[config.mk]
export PLATFORM = sky130hd
export DESIGN_NAME = fetch_stage
export DESIGN_NICKNAME = d
export VERILOG_FILES = /design/src/rtl/fetch_stage.sv
export SDC_FILE = /design/constraint.sdc
export NUM_CORES = 1
export LEC_CHECK = 0
export ABC_AREA = 0
export CAP_MARGIN = 40
export CORE_MARGIN = 3
export CORE_UTILIZATION = 40
export CTS_BUF_LIST = sky130_fd_sc_hd__clkbuf_8
export CTS_CLUSTER_SIZE = 8
export DETAILED_ROUTE_END_ITERATION = 10
export PLACE_DENSITY = 0.75
export SETUP_SLACK_MARGIN = 0.5
export SLEW_MARGIN = 20
export SYNTH_ARGS = -nofsm -noshare
export SYNTH_HDL_FRONTEND = slang
export SYNTH_SLANG_ARGS = --single-unit
[constraint.sdc]
create_clock -name clk -period 1.8 [get_ports clk]
set_clock_uncertainty 0.1 [all_clocks]
set_input_delay 0.36 -clock clk [delete_from_list [all_inputs] [get_ports clk]]
set_output_delay 0.36 -clock clk [all_outputs]
set_load 0.01 [all_outputs]
[src/rtl/fetch_stage.sv]
// rtl/fetch_stage.sv - MIPS instruction-fetch stage: PC, next-PC selection, IF/ID register, stall counter
module fetch_stage #(
  parameter logic [31:0] RESET_PC = 32'h0000_0000,
  parameter int          CNT_W    = 16
) (
  input  logic             clk,
  input  logic             reset,
  input  logic             PC_WriteEn,
  input  logic             IFID_WriteEn,
  input  logic             ID_BranchTaken,
  input  logic [31:0]      ID_BranchTarget,
  input  logic             ID_Jump,
  input  logic [31:0]      ID_JumpTarget,
  output logic [31:0]      IM_Addr,
  input  logic [31:0]      IM_Instr,
  output logic [31:0]      IFID_PC4,
  output logic [31:0]      IFID_Instr,
  output logic             IFID_Valid,
  output logic [CNT_W-1:0] StallCount
);

  logic [31:0]      r_pc;
  logic [31:0]      r_ifid_pc4;
  logic [31:0]      r_ifid_instr;
  logic             r_ifid_valid;
  logic [CNT_W-1:0] r_stall_cnt;

  logic [31:0]      w_pc4;
  logic             w_redir;
  logic [31:0]      w_target;
  logic             w_stall;
  logic             w_cnt_sat;

  assign w_pc4     = r_pc + 32'd4;
  // Redirects are only honoured when the PC may move; a stalled branch re-resolves next cycle.
  assign w_redir   = PC_WriteEn & (ID_BranchTaken | ID_Jump);
  assign w_target  = ID_BranchTaken ? {ID_BranchTarget[31:2], 2'b00}
                                    : {ID_JumpTarget[31:2], 2'b00};
  assign w_stall   = ~PC_WriteEn & ~IFID_WriteEn;
  assign w_cnt_sat = &r_stall_cnt;

  always_ff @(posedge clk) begin
    if (reset) begin
      r_pc <= RESET_PC;
    end else if (PC_WriteEn) begin
      r_pc <= w_redir ? w_target : w_pc4;
    end
  end

  always_ff @(posedge clk) begin
    if (reset || w_redir) begin
      r_ifid_instr <= 32'd0;
      r_ifid_pc4   <= 32'd0;
      r_ifid_valid <= 1'b0;
    end else if (IFID_WriteEn) begin
      r_ifid_instr <= IM_Instr;
      r_ifid_pc4   <= w_pc4;
      r_ifid_valid <= 1'b1;
    end
  end

  always_ff @(posedge clk) begin
    if (reset) begin
      r_stall_cnt <= '0;
    end else if (w_stall && !w_cnt_sat) begin
      r_stall_cnt <= r_stall_cnt + CNT_W'(1);
    end
  end

  assign IM_Addr    = r_pc;
  assign IFID_PC4   = r_ifid_pc4;
  assign IFID_Instr = r_ifid_instr;
  assign IFID_Valid = r_ifid_valid;
  assign StallCount = r_stall_cnt;

endmodule

==> run_results.csv <==
group,metric,value,unit
critical_path,worstPathArrival,2.16,ns
cts,cts_sinks,109,
timing,period_share,108,%
critical_path,path_buf_inv,2,
synth,synthCells,635,
critical_path,start_kind,"register",
critical_path,worst-path-max-fanout,5,
timing,hold_viol_final,0,
finish,nets,1111,
finish,area_growth,99.3,%
global_routing,grt_pass1_wl,34400,um
place,gp_congestion,0.894,
detailed_routing,wl_per_cell,23.0,um
finish,final_core_util,83.5,%
timing,setup_viol,27,
detailed_routing,wl,27200,um
synth,synth-seq-cells,109,
timing,period_minus_slack,1.94,ns
detailed_routing,drtIter0Drc,925,
cts,clockBufferDepth,2,
critical_path,cp.required,2.01,ns
synth,synthTopCellsByCount,"dfxtp_1 (109), nor2_1 (80), o21ai_0 (50)",
global_routing,antenna_found_initial,1,
cts,cts_buffers,9,
critical_path,reg2reg_slack,-0.14,ns
synth,ys_top_cells_by_area,"dfxtp_1 (40%), mux2i_1 (8.3%), nor2_1 (5.5%)",
synth,synth_most_common_cell,"dfxtp_1",
detailed_routing,ant_nets,0,
place,hpwlAfterDp,14000,um
critical_path,max_stage_delay,0.38,ns
critical_path,cpMaxStageDelayCell,"dfxtp_4",
floorplan,core_area,0.0130,mm^2
synth,seq_area_frac_synth,40.1,%
synth,synthDistinctLibCells,63,
cts,cts_tree,"built",
floorplan,dieArea,0.0150,mm^2
pwr,leakage,4.67,nW
global_routing,track_usage,29.1,%
critical_path,path_delay_family,"compound AO/OA/AOI/OAI gates",
synth,avgSynthCellArea,8.57,um^2
synth,synth_area,0.00544,mm^2
critical_path,crit_chain,"ha_4, buf_4, buf_6, and3_4, a311o_1, o2111ai_1, o21ai_1, a211oi_2",
cts,clk_latency,0.40,ns
global_routing,grt_max_degree,92,
global_routing,grt_pass1_vias,6565,
global_routing,grt_overflow,0,
synth,synth_flop_cell,"dfxtp_1",
timing,rsz0062_at_grt,"true",
detailed_routing,vias_per_cell,5.95,
place,numPortBuffers,206,
cts,holdBufCountCts,0,
floorplan,die_w,123,um
timing,drv_slew,0,
pwr,ir_worst_vdd,0.000368,V
job,maxCapViolCount,0,
timing,fin_ws,-0.143,ns
cts,clockRootBuffer,"clkbuf_8",
detailed_routing,vias,7053,
synth,synth-edff-count,0,
timing,tns,-1.90,ns
floorplan,ioPinCount,215,
synth,async_flop_share,0,%
finish,drive_gt1_share,56.3,%
cts,htreeDepth,3,
pwr,power_density,526,mW/mm^2
critical_path,path_class,"register to register",
detailed_routing,drc,0,
synth,synth.top_cell.area_share,40.1,%
outcome,outcome,"finished, violations left",
cts,clk_pin_slew,0.11,ns
detailed_routing,dr.pass1.iters,9,
timing,max_freq,515,MHz
pwr,power,5.70,mW
hold_path,hp-class,"primary input to register",
floorplan,rows,41,
synth,yosys.area.top_type,"dfxtp_1",
synth,ys_warn_count,0,
floorplan,start_util,41.9,%
outcome,violations,"negative setup slack",
floorplan,die_h,123,um
critical_path,end_kind,"register",
-- metrics by stage --
step                worst slack (ns)  hold WS (ns)  instances  instance area [um^2]
finish                        -0.143         0.227       1185                 10800
floorplan                    -0.0324         0.395        638                  5900
global route                  -0.200         0.247       1185                 10800
CTS                         -0.00897         0.208       1129                  9950
detailed placement            -0.305         0.393       1046                  8500
global placement              -0.249         0.366       1046                  8500
-- cell usage in the layout, fill, tap and decap left out, types with 9 or more instances in the layout --
cell type / Yosys / routed
clkdlybuf4s50_1: 0 / 92
nand2_1: 30 / 23
dfxtp_2: 0 / 79
o21ai_1: 0 / 19
a211oi_2: 0 / 9
inv_1: 8 / 10
nor2_1: 80 / 69
xnor2_2: 0 / 10
xnor2_1: 22 / 12
buf_4: 5 / 111
a21oi_1: 46 / 33
o21ai_0: 50 / 28
dfxtp_4: 0 / 29
buf_6: 0 / 191
mux2i_1: 45 / 44
a21oi_2: 0 / 9
clkbuf_8: 0 / 9
buf_12: 0 / 11
nand4_1: 19 / 19
a22oi_1: 12 / 9
-- where the power goes --
group	internal (mW)	total, mW	switching, mW
Combinational	0.843	1.54	0.694
Sequential	2.51	2.62	0.107
Clock	0.629	1.54	0.914
Total	3.98	5.70	1.72
-- registers in the layout, summed over array words and instances, names as in the netlist --
name        count
IM_Addr        30
IFID_Valid      1
IFID_PC4       30
StallCount     16
IFID_Instr     32
-- repair_timing --
| item | CTS | global route |
|---|---|---|
| setup endpoints to repair | 218 | 214 |
| buffers inserted | 66 | 55 |
| pin swaps | 85 | 68 |
| gates cloned | 1 | 0 |
| gates resized for setup | 756 | 109 |
-- cell families after synthesis --
group / Yosys count / synth area share [%]
multiplexers: 46 / 8.49
flip-flops: 109 / 40.1
other: 1 / 0.0689
AND/OR/NAND/NOR: 210 / 20.7
AO/OA/AOI/OAI: 165 / 19.1
buffers and inverters: 64 / 5.01
XOR/XNOR: 38 / 6.12
adder cells (fa/ha/maj): 2 / 0.460
-- layout make-up --
type | count | area [um^2]
multi-input combinational | 465 | 3800
timing repair buffer | 413 | 4210
clock buffer | 9 | 124
clock inverter | 7 | 60.1
inverter | 9 | 33.8
antenna | 1 | 2.50
fill | 639 | 2140
tap | 172 | 215
sequential | 109 | 2390
-- routing by layer --
| metal | vias up | GRT usage [%] | wire length [um] |
|---|---|---|---|
| met5 | - | 0 | 0 |
| met4 | 0 | 11.8 | 1300 |
| met3 | 124 | 8.16 | 2830 |
| met2 | 556 | 49.8 | 13200 |
| met1 | 3339 | 34.3 | 9880 |
| li1 | 3034 | - | - |
-- worst paths after layout --
path | to | cells after the start | start
max reg2reg | IM_Addr[8] | 8 | IM_Addr[2]
min | IM_Addr[28] | 2 | reset
max | IM_Addr[8] | 8 | IM_Addr[2]
min reg2reg | IFID_Valid | 2 | IFID_Valid
-- worst reg2reg max path, cell delays in order (launching register included) --
cell and delay, ns:
dfxtp_4 0.38, ha_4 0.17, buf_4 0.13, buf_6 0.12
and3_4 0.19, a311o_1 0.31, o2111ai_1 0.10, o21ai_1 0.13
a211oi_2 0.22
Power figures use the tool's default switching activity.
